$ cat src/rtl/cpu_bus_responder_if.sv
// CPU external bus and transducer-table RAM port seen by the responder.
// The responder takes the slave side; the CPU/RAM environment the master side.
interface cpu_bus_responder_if #(
  parameter int RAM_AW = 14
);
  logic [15:0]       CPU_ADDR;
  logic [15:0]       CPU_DATA_IN;
  logic [15:0]       CPU_DATA_OUT;
  logic              CPU_DATA_OE;
  logic              CPU_CS1_N;
  logic              CPU_WE0_N;
  logic              CPU_RD_N;
  logic              RAM_WE;
  logic              RAM_RE;
  logic [RAM_AW-1:0] RAM_ADDR;
  logic [15:0]       RAM_DIN;
  logic [15:0]       RAM_DOUT;

  modport slave (
    input  CPU_ADDR, CPU_DATA_IN,
    input  CPU_CS1_N, CPU_WE0_N, CPU_RD_N,
    input  RAM_DOUT,
    output CPU_DATA_OUT, CPU_DATA_OE,
    output RAM_WE, RAM_RE, RAM_ADDR, RAM_DIN
  );

  modport master (
    output CPU_ADDR, CPU_DATA_IN,
    output CPU_CS1_N, CPU_WE0_N, CPU_RD_N,
    output RAM_DOUT,
    input  CPU_DATA_OUT, CPU_DATA_OE,
    input  RAM_WE, RAM_RE, RAM_ADDR, RAM_DIN
  );
endinterface

$ cat src/rtl/cpu_bus_responder.sv
// CPU bus responder: synchronizes CPU strobes, decodes cycles, and serves a
// small control register bank plus the transducer-table RAM port.
module cpu_bus_responder #(
  parameter int          SYNC_STAGES = 2,
  parameter int          RAM_AW      = 14,
  parameter logic [15:0] VERSION     = 16'h0010
) (
  input  logic                 CLK,
  input  logic                 RESET,
  cpu_bus_responder_if.slave   bus,
  output logic [12:0]          STEP,
  output logic                 SILENT_EN,
  output logic                 FORCE_FAN,
  output logic [3:0]           GPIO,
  output logic                 PROTO_ERR
);

  typedef enum logic [2:0] {
    IDLE, WR_CAPT, WR_WAIT, RD_REQ, RD_WAIT, RD_HOLD
  } state_e;

  state_e state_q, state_d;

  logic [SYNC_STAGES-1:0] cs_sq, we_sq, rd_sq;
  logic cs_s, we_s, rd_s;

  logic              bank_q, bank_d;
  logic [RAM_AW-1:0] addr_q, addr_d;
  logic [15:0]       wdata_q, wdata_d;
  logic [15:0]       rdata_q, rdata_d;
  logic [1:0]        ctrl_q, ctrl_d;
  logic [12:0]       step_q, step_d;
  logic [3:0]        gpio_q, gpio_d;
  logic              perr_q, perr_d;
  logic              ram_we_q, ram_we_d;
  logic              hold_q, hold_d;
  logic [15:0]       reg_rd;

  assign cs_s = cs_sq[SYNC_STAGES-1];
  assign we_s = we_sq[SYNC_STAGES-1];
  assign rd_s = rd_sq[SYNC_STAGES-1];

  always_comb begin
    reg_rd = 16'h0000;
    case (addr_q[2:0])
      3'd0:    reg_rd = {14'h0, ctrl_q};
      3'd1:    reg_rd = {3'h0, step_q};
      3'd2:    reg_rd = {12'h0, gpio_q};
      3'd3:    reg_rd = VERSION;
      default: reg_rd = 16'h0000;
    endcase
  end

  // hold_q blocks a new cycle until both strobes have returned high,
  // so each strobe pulse yields exactly one transaction.
  always_comb begin
    state_d  = state_q;
    bank_d   = bank_q;
    addr_d   = addr_q;
    wdata_d  = wdata_q;
    rdata_d  = rdata_q;
    ctrl_d   = ctrl_q;
    step_d   = step_q;
    gpio_d   = gpio_q;
    perr_d   = perr_q;
    ram_we_d = 1'b0;
    hold_d   = hold_q;
    if (hold_q && we_s && rd_s) hold_d = 1'b0;
    case (state_q)
      IDLE: begin
        if (!cs_s && !hold_q) begin
          if (!we_s && !rd_s) begin
            perr_d = 1'b1;
            hold_d = 1'b1;
          end else if (!we_s) begin
            state_d = WR_CAPT;
          end else if (!rd_s) begin
            state_d = RD_REQ;
          end
        end
      end
      WR_CAPT: begin
        bank_d  = bus.CPU_ADDR[15];
        addr_d  = bus.CPU_ADDR[RAM_AW-1:0];
        wdata_d = bus.CPU_DATA_IN;
        state_d = WR_WAIT;
      end
      WR_WAIT: begin
        if (cs_s) begin
          perr_d  = 1'b1;
          hold_d  = 1'b1;
          state_d = IDLE;
        end else if (we_s) begin
          hold_d  = 1'b1;
          state_d = IDLE;
          if (bank_q) begin
            ram_we_d = 1'b1;
          end else begin
            case (addr_q[2:0])
              3'd0: begin
                ctrl_d = wdata_q[1:0];
                if (wdata_q[15]) perr_d = 1'b0;
              end
              3'd1:    step_d = wdata_q[12:0];
              3'd2:    gpio_d = wdata_q[3:0];
              default: ;
            endcase
          end
        end
      end
      RD_REQ: begin
        bank_d  = bus.CPU_ADDR[15];
        addr_d  = bus.CPU_ADDR[RAM_AW-1:0];
        state_d = RD_WAIT;
      end
      RD_WAIT: begin
        rdata_d = bank_q ? bus.RAM_DOUT : reg_rd;
        state_d = RD_HOLD;
      end
      RD_HOLD: begin
        if (rd_s || cs_s) begin
          hold_d  = 1'b1;
          state_d = IDLE;
        end
      end
      default: state_d = IDLE;
    endcase
  end

  always_ff @(posedge CLK or posedge RESET) begin
    if (RESET) begin
      state_q  <= IDLE;
      cs_sq    <= '1;
      we_sq    <= '1;
      rd_sq    <= '1;
      bank_q   <= 1'b0;
      addr_q   <= '0;
      wdata_q  <= '0;
      rdata_q  <= '0;
      ctrl_q   <= '0;
      step_q   <= '0;
      gpio_q   <= '0;
      perr_q   <= 1'b0;
      ram_we_q <= 1'b0;
      hold_q   <= 1'b0;
    end else begin
      state_q  <= state_d;
      cs_sq    <= {cs_sq[SYNC_STAGES-2:0], bus.CPU_CS1_N};
      we_sq    <= {we_sq[SYNC_STAGES-2:0], bus.CPU_WE0_N};
      rd_sq    <= {rd_sq[SYNC_STAGES-2:0], bus.CPU_RD_N};
      bank_q   <= bank_d;
      addr_q   <= addr_d;
      wdata_q  <= wdata_d;
      rdata_q  <= rdata_d;
      ctrl_q   <= ctrl_d;
      step_q   <= step_d;
      gpio_q   <= gpio_d;
      perr_q   <= perr_d;
      ram_we_q <= ram_we_d;
      hold_q   <= hold_d;
    end
  end

  // RAM read is issued straight from the pins so data lands in RD_WAIT.
  assign bus.RAM_RE   = (state_q == RD_REQ) && bus.CPU_ADDR[15];
  assign bus.RAM_ADDR = (state_q == RD_REQ) ?
                        bus.CPU_ADDR[RAM_AW-1:0] : addr_q;
  assign bus.RAM_DIN  = wdata_q;
  assign bus.RAM_WE   = ram_we_q;

  assign bus.CPU_DATA_OUT = rdata_q;
  assign bus.CPU_DATA_OE  = (state_q == RD_HOLD) && !rd_s && !cs_s;

  assign STEP      = step_q;
  assign SILENT_EN = ctrl_q[1];
  assign FORCE_FAN = ctrl_q[0];
  assign GPIO      = gpio_q;
  assign PROTO_ERR = perr_q;

endmodule

$ cat src/flat_wrapper.sv
// flat-port wrapper written by rule: the top's interface ports become plain ports
module cpu_bus_responder_flat 
#(
  parameter int          SYNC_STAGES = 2,
  parameter int          RAM_AW      = 14,
  parameter logic [15:0] VERSION     = 16'h0010
)
  (CLK, RESET, STEP, SILENT_EN, FORCE_FAN, GPIO, PROTO_ERR, bus_CPU_ADDR, bus_CPU_DATA_IN, bus_CPU_CS1_N, bus_CPU_WE0_N, bus_CPU_RD_N, bus_RAM_DOUT, bus_CPU_DATA_OUT, bus_CPU_DATA_OE, bus_RAM_WE, bus_RAM_RE, bus_RAM_ADDR, bus_RAM_DIN);
  cpu_bus_responder_if #(.RAM_AW(RAM_AW)) bus_i ();
  input  logic CLK;
  input  logic RESET;
  output logic [12:0] STEP;
  output logic SILENT_EN;
  output logic FORCE_FAN;
  output logic [3:0] GPIO;
  output logic PROTO_ERR;
  input wire logic [$bits(bus_i.CPU_ADDR)-1:0] bus_CPU_ADDR;
  input wire logic [$bits(bus_i.CPU_DATA_IN)-1:0] bus_CPU_DATA_IN;
  input wire logic [$bits(bus_i.CPU_CS1_N)-1:0] bus_CPU_CS1_N;
  input wire logic [$bits(bus_i.CPU_WE0_N)-1:0] bus_CPU_WE0_N;
  input wire logic [$bits(bus_i.CPU_RD_N)-1:0] bus_CPU_RD_N;
  input wire logic [$bits(bus_i.RAM_DOUT)-1:0] bus_RAM_DOUT;
  output wire logic [$bits(bus_i.CPU_DATA_OUT)-1:0] bus_CPU_DATA_OUT;
  output wire logic [$bits(bus_i.CPU_DATA_OE)-1:0] bus_CPU_DATA_OE;
  output wire logic [$bits(bus_i.RAM_WE)-1:0] bus_RAM_WE;
  output wire logic [$bits(bus_i.RAM_RE)-1:0] bus_RAM_RE;
  output wire logic [$bits(bus_i.RAM_ADDR)-1:0] bus_RAM_ADDR;
  output wire logic [$bits(bus_i.RAM_DIN)-1:0] bus_RAM_DIN;
  assign bus_i.CPU_ADDR = bus_CPU_ADDR;
  assign bus_i.CPU_DATA_IN = bus_CPU_DATA_IN;
  assign bus_i.CPU_CS1_N = bus_CPU_CS1_N;
  assign bus_i.CPU_WE0_N = bus_CPU_WE0_N;
  assign bus_i.CPU_RD_N = bus_CPU_RD_N;
  assign bus_i.RAM_DOUT = bus_RAM_DOUT;
  assign bus_CPU_DATA_OUT = bus_i.CPU_DATA_OUT;
  assign bus_CPU_DATA_OE = bus_i.CPU_DATA_OE;
  assign bus_RAM_WE = bus_i.RAM_WE;
  assign bus_RAM_RE = bus_i.RAM_RE;
  assign bus_RAM_ADDR = bus_i.RAM_ADDR;
  assign bus_RAM_DIN = bus_i.RAM_DIN;
  cpu_bus_responder #(.SYNC_STAGES(SYNC_STAGES), .RAM_AW(RAM_AW), .VERSION(VERSION)) u_core (.CLK(CLK), .RESET(RESET), .bus(bus_i), .STEP(STEP), .SILENT_EN(SILENT_EN), .FORCE_FAN(FORCE_FAN), .GPIO(GPIO), .PROTO_ERR(PROTO_ERR));
endmodule
$ cat config.mk
export PLATFORM = sky130hd
export DESIGN_NAME = cpu_bus_responder_flat
export DESIGN_NICKNAME = d
export VERILOG_FILES = /design/src/rtl/cpu_bus_responder_if.sv /design/src/rtl/cpu_bus_responder.sv /design/src/flat_wrapper.sv
export SDC_FILE = /design/constraint.sdc
export NUM_CORES = 1
export LEC_CHECK = 0
export CAP_MARGIN = 20
export CORE_AREA = 2 2 96 98
export CTS_BUF_LIST = sky130_fd_sc_hd__clkbuf_8
export DETAILED_ROUTE_END_ITERATION = 10
export DIE_AREA = 0 0 98 100
export GPL_ROUTABILITY_DRIVEN = 0
export GPL_TIMING_DRIVEN = 1
export PLACE_DENSITY = 0.76
export SYNTH_ARGS = -nofsm -noshare
export SYNTH_HDL_FRONTEND = slang
export SYNTH_SLANG_ARGS = --single-unit
$ cat constraint.sdc
create_clock -name CLK -period 7.9 [get_ports CLK]
set_input_delay 1.975 -clock CLK [delete_from_list [all_inputs] [get_ports CLK]]
set_output_delay 1.975 -clock CLK [all_outputs]
set_load 0.01 [all_outputs]
==> results.tsv, run 1 <==
metric	value	unit
status	complete, no violations	
die_y	100	µm
wl_met2	4270	µm
endpoint_kind	primary output	
hpwlAfterDp	5900	µm
r2r_start	u_core.bank_q	
critPathLaunchType	input port	
worstHoldPathCells	0	
yosys.area.top_type_share	52.2	%
wl_per_cell	16.7	µm
synth-async-reset-ratio	100	%
fin_ws	2.77	ns
slew_headroom	34.9	%
clk_latency	0.34	ns
worst_slew_pin_slew	0.976	ns
drive_gt1_share	24.4	%
antenna_found_initial	0	
start_util	38.8	%
synth_edf_count	0	
synthToLayoutAreaGrowth	43.2	%
nets	438	
power.density	359	nW/µm²
synth_warnings	0	
syn-cell-area	3450	µm²
ios	122	
synth_cells	270	
reg2reg_depth	4	
vias_per_cell	4.98	
fin_crit_sh	64.9	%
cp.required	5.93	ns
ys.flop_type	dfrtp_1	
grt.total_usage	17.3	%
die_w	98	µm
pre_cts_ws	2.76	ns
hp-start	u_core.cs_sq[0]	
p_total	1.78	mW
cts_buffer_depth	2	
period_needed	5.13	ns
grt_pass1_wl	13300	µm
routed_wl	8350	µm
skew	0.00590	ns
drc	0	
cts_buffers	9	
num_antenna_cells	0	
syn-num-nets	323	
hp-class	reg2reg	
finalSetupViolCount	0	
fin_setup_tns	0	ns
postCtsSetupRepairBufs	0	
startpoint	bus_CPU_ADDR[1]	
core_area	8890	µm²
max_freq	195	MHz
first_pass_iters	4	
yosysTopAreaCell	dfrtp_1	
synth.area.top_cells	dfrtp_1 (52%), mux2_2 (18%), dfstp_2 (4.6%)	
drt-initial-drc-count	58	
cts_num_sinks	78	
cap_violations	0	
syn_avg_cell_area	12.8	µm²
grt_pass1_vias	2568	
drv_slew	0	
yosysUniqueCellTypes	35	
synth_most_common_cell	dfrtp_1	
path_max_fanout	2	
port_buffers	120	
vias	2497	
synth-seq-area-share	56.7	%
top_layer	met4	
cts_tree	yes	
dieArea	9800	µm²
postRouteAntennaNets	0	
met1Wirelength	3670	µm
grt_overflow	0	
num_rows	35	
cts_root_buffer	clkbuf_8	
power.leakage	2.10	nW
ys_ff_latch	78	
finalHoldViolCount	0	
htreeDepth	3	
hold_buffers	0	
synth_common_cells	dfrtp_1 (72), mux2_2 (56), nor2_1 (20)	
route.met3.wl	300	µm
grt_start_max_net_pins	79	
worstPathArrival	3.15	ns
post_cts_resized	0	
rsz0062_at_grt	false	
peakVddDrop	152	µV
clk_pin_slew	0.08	ns
critPathKind	in2out	
## registers in the layout, indices dropped and copies added (netlist names), 2 cells and up
signal,flops
u_core.state_q,3
u_core.addr_q,14
u_core.we_sq,2
u_core.ctrl_q,2
u_core.STEP,13
u_core.cs_sq,2
u_core.bus.CPU_DATA_OUT,16
u_core.GPIO,4
u_core.rd_sq,2
u_core.bus.RAM_DIN,16
## logic make-up (layout without fill, tap and decap cells)
group | after synthesis | in the layout | synth area share, %
xor+xnor | 1 | 1 | 0.254
compound gates | 42 | 42 | 7.25
buf+inv | 23 | 143 | 3.15
mux | 66 | 66 | 22.6
flops | 78 | 78 | 56.7
simple gates | 60 | 60 | 10.0
## metal layers
layer	global-route usage, %	up-vias
li1	-	1184
met4	6.52	0
met2	28.9	57
met3	2.79	9
met1	23.0	1247
met5	0	-
## final cells by class
class                      count  area [µm²]
fill                         747        3940
sequential                    78        1960
multi-input combinational    169        1390
timing repair buffer         123        1220
tap                          111         139
clock buffer                  10         138
clock inverter                 6        85.1
inverter                       4        16.3
## power breakdown
group | leakage, nW | internal (mW) | switching (mW)
registers | 0.949 | 0.548 | 0.134
clock network | 0.108 | 0.185 | 0.146
logic | 1.04 | 0.467 | 0.295
total | 2.10 | 1.20 | 0.575
## worst paths after layout
check | to | slack, ns
max | bus_RAM_ADDR[1] | 2.77
min | u_core.cs_sq[1] | 0.36
max reg2reg | u_core.STEP[0] | 5.63
min reg2reg | u_core.cs_sq[1] | 0.36
max in group asynchronous | u_core.bus.RAM_DIN[5] | 5.02
min in group asynchronous | u_core.bus.CPU_DATA_OUT[14] | 2.27
## critical path, stage by stage
cell,delay (ns)
clkdlybuf4s50_1,0.42
mux2_2,0.26
clkdlybuf4s50_1,0.49
## cells in the final DEF, fill, tap and decap left out, drive strengths merged, types with 2 or more instances in the layout
| cell type | count |
|---|---|
| nand2 | 9 |
| mux2 | 66 |
| nor2b | 3 |
| a31oi | 3 |
| nand3b | 4 |
| o21ai | 8 |
| a22oi | 8 |
| inv | 3 |
| dfstp | 6 |
| clkdlybuf4s50 | 120 |
| buf | 3 |
| and2 | 2 |
| nor3b | 2 |
| clkbuf | 10 |
| nor2 | 20 |
| or3 | 2 |
| clkinvlp | 2 |
| bufinv | 2 |
| and3 | 2 |
| dfrtp | 72 |
| clkinv | 3 |
| nor3 | 3 |
| nand3 | 4 |
| a21oi | 19 |
| nand2b | 4 |
| nor4b | 3 |
## stage by stage
stage | cell area [µm²] | cells | utilization, % | hold WS (ns)
after detailed placement | 4720 | 485 | 53.1 | 0.353
after global routing | 4950 | 501 | 55.6 | 0.362
after floorplan | 3450 | 270 | - | 0.345
after CTS | 4950 | 501 | 55.6 | 0.360
final | 4950 | 501 | 55.6 | 0.358
after global placement | 4720 | 485 | 53.1 | 0.346
(Power assumes the default switching activity.)
==> inputs of run 2 (changes only) <==
PLACE_DENSITY = 0.78   (was 0.76)
clock period = 4.2 ns   (was 7.9 ns; I/O delays follow)
==> results.tsv, run 2 (synthesis results as in run 1) <==
metric	value	unit	change
ios	122		unchanged
peakVddDrop	318	µV	+110%
fin_crit_sh	86.8	%	
core_area	8890	µm²	unchanged
port_buffers	120		unchanged
layout_commonest_cell	clkdlybuf4s50_1		
nFillCells	734		-1.7%
nets	439		+0.23%
period_needed	3.64	ns	
cpMaxStageDelayCell	dfrtp_1		
power.density	679	nW/µm²	+89%
drive_gt1_share	24.1	%	-0.26 points
path_cells	nor2b_1 -> buf_4 -> nand2_1 -> mux2_2 -> clkdlybuf4s50_1		
start_util	38.8	%	unchanged
worst_slew_pin_slew	0.972	ns	-0.00341 ns
worstHoldEndpoint	u_core.rd_sq[1]		
max_stage_delay	0.50	ns	about the same
postCtsSetupRepairBufs	0		unchanged
skew	0.00867	ns	+0.00278 ns
drc	0		unchanged
vias	2523		+1.0%
drt-initial-drc-count	67		+16%
cp.required	3.15	ns	-2.78 ns
reg2reg_to	u_core.STEP[6]		
layout_common_cells	clkdlybuf4s50_1 (120), dfrtp_1 (72), mux2_2 (56)		
die_w	98	µm	unchanged
cap_violations	0		unchanged
finalSetupViolCount	0		unchanged
cts_tree	yes		
hp-class	reg2reg		
htreeDepth	3		unchanged
drv_slew	0		unchanged
seqCellArea	1960	µm²	unchanged
die_y	100	µm	unchanged
first_pass_iters	4		unchanged
critPathKind	reg2out		
grt_overflow	0		unchanged
power.leakage	2.12	nW	+1.3%
hp-start	u_core.rd_sq[0]		
reg2reg_depth	4		unchanged
grt_pass1_vias	2543		-0.97%
postLayoutCoreUtil	56.1	%	+0.46 points
path_max_fanout	18		+16
rsz0062_at_grt	false		
dieArea	9800	µm²	unchanged
routed_wl	8250	µm	-1.2%
synthToLayoutAreaGrowth	44.4	%	
cts_buffers	9		unchanged
status	complete, no violations		
max_freq	274	MHz	
endpoint_kind	primary output		
multi_input_area	1390	µm²	unchanged
grt_start_max_net_pins	60		-24%
post_cts_resized	0		unchanged
worstPathArrival	2.59	ns	-0.56 ns
clk_pin_slew	0.08	ns	about the same
worstHoldPathCells	0		unchanged
grt.total_usage	17.2	%	-0.16 points
clk_latency	0.34	ns	about the same
cts_buffer_depth	2		unchanged
fin_setup_tns	0	ns	unchanged
postRouteAntennaNets	0		unchanged
antenna_found_initial	0		unchanged
r2r_start	u_core.bank_q		
p_total	3.39	mW	+91%
cts_num_sinks	78		unchanged
vias_per_cell	5.04		+1.0%
num_rows	35		unchanged
hold_buffers	0		unchanged
wl_per_cell	16.5	µm	-1.2%
grt_pass1_wl	13300	µm	+0.16%
num_antenna_cells	0		unchanged
critPathLaunchType	flop		
fin_ws	0.555	ns	-2.22 ns
slew_headroom	35.2	%	+0.23 points
pre_cts_ws	0.889	ns	-1.87 ns
hpwlAfterDp	5910	µm	+0.28%
finalHoldViolCount	0		unchanged
cts_root_buffer	clkbuf_8		
r2r_slack	1.93	ns	-3.70 ns
-- run 2: final cells by class --
class                           count  share of cell area (%)
Sequential cell                    78                    39.3
Tap cell                          111                    2.78
Timing Repair Buffer              124                    25.1
Clock inverter                      5                    1.98
Clock buffer                       10                    2.76
Multi-Input combinational cell    169                    27.8
Inverter                            4                   0.326
-- run 2: how the worst max path moves through the flow --
stage	end	from	cells after the start
after floorplan	u_core.GPIO[0]	RESET	1
after global routing	bus_RAM_ADDR[1]	u_core.state_q[2]	5
final	bus_RAM_ADDR[1]	u_core.state_q[2]	5
after global placement	bus_RAM_RE	bus_CPU_ADDR[15]	3
after detailed placement	bus_RAM_ADDR[1]	u_core.state_q[2]	5
after CTS	bus_RAM_ADDR[1]	u_core.state_q[2]	5
-- run 2: critical path, delay by kind of cell (launching register included) --
| kind | cells | cell delay [ns] |
|---|---|---|
| multiplexers | 1 | 0.42 |
| buffers and inverters | 2 | 0.76 |
| flip-flops | 1 | 0.50 |
| AND/OR/NAND/NOR | 2 | 0.57 |
-- run 2: power breakdown --
group | internal [mW] | total (mW) | switching, mW
Clock | 0.405 | 0.664 | 0.259
Combinational | 0.881 | 1.44 | 0.555
Sequential | 1.03 | 1.29 | 0.253
-- run 2: per-layer routing --
metal	global-route usage, %	up-vias	wire length [µm]
met1	22.9	1262	3720
met2	28.2	60	4100
met4	5.34	0	104
li1	-	1193	-
met5	0	-	0
met3	3.83	8	324
-- run 2: per-stage QoR --
stage	cell area, µm²	hold WS (ns)	std cells
2_1_floorplan	3450	0.345	270
3_3_place_gp	4720	0.346	485
3_5_place_dp	4720	0.347	485
4_1_cts	4960	0.359	500
5_1_grt	4990	0.362	501
6_report	4990	0.357	501
